**config.mk**
```make
export PLATFORM = sky130hd
export DESIGN_NAME = sprite_plotter
export DESIGN_NICKNAME = d
export VERILOG_FILES = /design/src/rtl/sprite_plotter.sv
export SDC_FILE = /design/constraint.sdc
export NUM_CORES = 1
export LEC_CHECK = 0
export CORE_MARGIN = 1.5
export CORE_UTILIZATION = 35
export DETAILED_ROUTE_END_ITERATION = 8
export HOLD_SLACK_MARGIN = 0.05
export PLACE_DENSITY = 0.59
export SYNTH_ARGS = -nofsm -noshare
export SYNTH_HDL_FRONTEND = slang
export SYNTH_SLANG_ARGS = --single-unit
```
**constraint.sdc**
```tcl
create_clock -name CLOCK_50 -period 2.35 [get_ports CLOCK_50]
set_input_delay 0.235 -clock CLOCK_50 [delete_from_list [all_inputs] [get_ports CLOCK_50]]
set_output_delay 0.235 -clock CLOCK_50 [all_outputs]
set_load 0.005 [all_outputs]
```
**src/rtl/sprite_plotter.sv**
```systemverilog
// sprite_plotter: serialises sprite draw/erase requests into one VGA plot per clock,
// with a one-entry pending buffer and a done pulse per completed request.
module sprite_plotter #(
  parameter int SIZE    = 16,
  parameter int PITCH   = 24,
  parameter int X0      = 8,
  parameter int PRESS_Y = 20,
  parameter int GARB_Y  = 80
) (
  input  logic       CLOCK_50,
  input  logic       reset_n,
  input  logic       req_valid,
  output logic       req_ready,
  input  logic       req_item,
  input  logic       req_erase,
  input  logic [2:0] req_position,
  output logic       busy,
  output logic       done,
  output logic [7:0] x,
  output logic [6:0] y,
  output logic [2:0] colour,
  output logic       writeEn
);
  localparam int CW = $clog2(SIZE);
  typedef enum logic [1:0] {IDLE, DRAW, DONE} state_t;
  state_t state_q, state_d;
  logic act_item_q, act_erase_q, pend_full_q, pend_item_q, pend_erase_q;
  logic [2:0] act_pos_q, pend_pos_q;
  logic [CW-1:0] cx_q, cy_q;
  logic accept, req_ok, pend_ok, load_pend, take_req, last_col, last_row, border;
  logic [7:0] ox;
  logic [6:0] oy;
  always_comb begin
    req_ready = !pend_full_q;
    accept    = req_valid && req_ready;
    req_ok    = req_item ? req_position <= 3'd5 : req_position <= 3'd3;
    pend_ok   = pend_item_q ? pend_pos_q <= 3'd5 : pend_pos_q <= 3'd3;
    // a pending request is promoted from DONE, or from IDLE if it arrived during DONE
    load_pend = state_q != DRAW && pend_full_q;
    take_req  = state_q == IDLE && accept;
    last_col  = cx_q == CW'(SIZE - 1);
    last_row  = cy_q == CW'(SIZE - 1);
    border    = cx_q == '0 || cy_q == '0 || last_col || last_row;
    ox        = 8'(X0) + 8'(act_pos_q) * 8'(PITCH);
    oy        = act_item_q ? 7'(PRESS_Y) : 7'(GARB_Y);
    state_d   = load_pend ? (pend_ok ? DRAW : DONE) :
                take_req ? (req_ok ? DRAW : DONE) :
                state_q == DRAW ? (last_col && last_row ? DONE : DRAW) : IDLE;
  end
  always_ff @(posedge CLOCK_50) begin
    if (!reset_n) begin
      state_q      <= IDLE;
      act_item_q   <= 1'b0;
      act_erase_q  <= 1'b0;
      act_pos_q    <= '0;
      pend_full_q  <= 1'b0;
      pend_item_q  <= 1'b0;
      pend_erase_q <= 1'b0;
      pend_pos_q   <= '0;
      cx_q         <= '0;
      cy_q         <= '0;
      x            <= '0;
      y            <= '0;
      colour       <= '0;
      writeEn      <= 1'b0;
      done         <= 1'b0;
      busy         <= 1'b0;
    end else begin
      state_q <= state_d;
      busy    <= state_d != IDLE;
      writeEn <= state_q == DRAW;
      done    <= state_q == DONE;
      if (state_q == DRAW) begin
        x      <= ox + 8'(cx_q);
        y      <= oy + 7'(cy_q);
        colour <= act_erase_q ? 3'b000 : act_item_q ? 3'b111 : border ? 3'b110 : 3'b010;
        cx_q   <= last_col ? '0 : cx_q + 1'b1;
        if (last_col) cy_q <= last_row ? '0 : cy_q + 1'b1;
      end
      if (load_pend) begin
        act_item_q  <= pend_item_q;
        act_erase_q <= pend_erase_q;
        act_pos_q   <= pend_pos_q;
        pend_full_q <= 1'b0;
      end else if (take_req) begin
        act_item_q  <= req_item;
        act_erase_q <= req_erase;
        act_pos_q   <= req_position;
      end else if (accept) begin
        pend_item_q  <= req_item;
        pend_erase_q <= req_erase;
        pend_pos_q   <= req_position;
        pend_full_q  <= 1'b1;
      end
    end
  end
endmodule

```
==> run metrics <==
CTS max path bufs=2; layout cells sized above 1=under 10%; vias in the first global route=1468; adder-cell share of the synthesized area=between 8 and 9%; Synth Area in Compound Gates=17.0%; # hold bufs at CTS=0; Reg area=841 um^2; P_leak=a little over 0.9 nW; worst vdd rail ir drop=about 270 uV; number of synthesized flops with an enable pin=0; reg-to-reg slack, setup=a little over 0.5 ns; setup violators final=0; DRT Wirelength=about 4.3 mm; RSZ-0062 raised after global routing=no; power density over cell area=approximately 630 mW/mm^2; post-route design area=0.00243 mm^2; multi-input combinational cell area=roughly 0.0010 mm^2; cts repair resizes=0; Max-Cap Viols=0; Ys Warns=0; crit path time final=1.84 ns; endpoint class of the critical path=register; fin. max-slew vios=0; first-pass GRT wire length=~7 mm; nets=280; XOR/XNOR Fraction of Synth Area=roughly 1.3%; RePlAce Congestion=approximately 0.8; dpl cell area=0.00234 mm^2; die footprint=0.00613 mm^2; vias per cell=about 5.0; Starting Density=a little over a third; GRT Resource Usage Total=between 10 and 15%; Post-synth top flop=dfxtp_1; clk_lat worst skew=0.29 ns; post-CTS setup buffer count=0; f_max=between 0.5 and 0.6 GHz; Fin Clk Skew=between 0.003 and 0.004 ns; Ports=30; Rows=27; post-synthesis register bit count=42; fraction of registers with async set/reset=0%; Arr. time, crit path=2.03 ns; CTS buffer count=5; Hold WC Path Type=register to register; post-synth cell types=41; clock sinks=42; Fin. Hold Viols=0; startpoint class of the critical path=register; clock slew seen by the registers of the worst setup and hold paths=roughly 0.08 ns; simple-gate area share of the yosys netlist=22.2%; largest family of logic cells by synthesized area=simple AND/OR/NAND/NOR gates; post-route setup slack=0.507 ns; worst slack, placed=around 0.52 ns; Tcrit/Tclk final=approximately 78%; commonest non-fill, non-tap cell in the layout=dfxtp_1; CP cell instances=ha_1, fa_1, and2_0, and4_1, a211o_1; DRT Pass-1 Iters=4; Residual DRC=0; largest net degree at the start of global routing=26; initial antenna violation count=0; die width=between 70 and 80 um; Area Overhead vs Synth=22.6%; CP peak stage delay=approximately 0.45 ns; post-DP HPWL=about 3.0 mm; Die H=approximately 78 um; Slew HR=between 40% and 50%; register area share after synthesis=42.3%; most frequent cells in the layout=dfxtp_1, a21oi_1, nand2_1; Synthesized Nets=250; status=complete, no violations; via count=1667; CTS tree=built; Synth Cell Area=about 0.0020 mm^2; H-tree levels=2; critical path class=register to register; CP Max Fanout=5; routed len/inst=12.8 um; post-route antenna net violation count=0; core area=roughly 0.0055 mm^2; Fill cells=between 500 and 600; Root Buffer=clkbuf_8; post-synthesis mux area share=2.52%; Port-buffer cells=29; Mean Syn Cell Area=slightly below 9 um^2; DRT iter0 DRCs=76; Cells after Synth=around 230; Congestion Overflow GR=0; Slew @ Worst Pin=0.842 ns; slowest cell on the critical path=fa_1; TNS Setup=0 ns; Req. time, crit path=around 2.5 ns; antenna fix cells=0
critical path: cells and delay by family, from the launching register on:
kind                     cells  cell delay [ns]
adder cells (fa/ha/maj)      2             0.68
flip-flops                   1             0.43
AO/OA/AOI/OAI                1             0.26
AND/OR/NAND/NOR              2             0.36
power breakdown:
part | internal, mW | switching [mW]
registers | 0.755 | 0.0421
logic | 0.129 | 0.131
clock network | 0.237 | 0.241
total | 1.12 | 0.414
final timing paths:
path,cells past startpoint,startpoint,to
worst max-delay path,5,act_pos_q[1],x[7]
worst min-delay path,2,x[2],x[2]
worst max register to register,5,act_pos_q[1],x[7]
worst min register to register,2,x[2],x[2]
routing by layer:
metal	track usage, %	share of wire [%]	up-vias
met2	23.0	46	24
met3	3.84	2.9	5
met1	19.4	50	776
met4	3.75	0.99	0
li1	-	-	862
met5	0	0	-
Yosys cell counts (2+ instances only):
cell type	number	area [um^2]
a21oi_1	33	165
clkbuf_1	7	26.3
nand2_1	32	120
ha_1	12	150
nand3b_1	2	15.0
nor3_1	3	15.0
buf_2	3	15.0
mux2i_1	5	50.1
nand4_1	3	18.8
and3_1	3	18.8
o21ai_0	9	45.0
o31ai_1	7	52.6
buf_6	3	33.8
nor2_1	7	26.3
inv_1	11	41.3
dfxtp_1	42	841
xor2_1	3	26.3
nand2b_1	6	37.5
nand3_1	13	65.1
a211o_1	2	17.5
nor3b_1	2	15.0
and3b_1	2	17.5
flip-flops by register name (all words and copies together) (netlist names):
| name | count |
|---|---|
| x | 8 |
| pend_erase_q | 1 |
| act_item_q | 1 |
| cx_q | 4 |
| writeEn | 1 |
| pend_item_q | 1 |
| pend_full_q | 1 |
| state_q | 2 |
| act_pos_q | 3 |
| busy | 1 |
| done | 1 |
| pend_pos_q | 3 |
| act_erase_q | 1 |
| cy_q | 4 |
| y | 7 |
| colour | 3 |
cell families after synthesis:
group | count (synthesis)
compound gates | 58
simple gates | 83
flops | 42
xor+xnor | 3
buf+inv | 25
fa+ha+maj | 13
mux | 5
area by class of cell:
type | instances | share of cell area (%)
Clock buffer | 7 | 3.55
Clock inverter | 1 | 0.206
Inverter | 12 | 1.85
Multi-Input combinational cell | 162 | 42.1
Sequential cell | 42 | 34.5
Tap cell | 72 | 3.70
Timing Repair Buffer | 36 | 14.1
through the flow:
stage	util [%]	hold slack, ns	power, mW	std cells
2_1_floorplan	-	0.383	0.969	229
3_3_place_gp	42.6	0.443	1.07	324
3_5_place_dp	42.6	0.447	1.08	324
4_1_cts	44.2	0.458	1.55	332
5_1_grt	44.2	0.474	1.62	332
6_report	44.2	0.455	1.54	332
No activity file was read; power rests on OpenSTA's default activity.
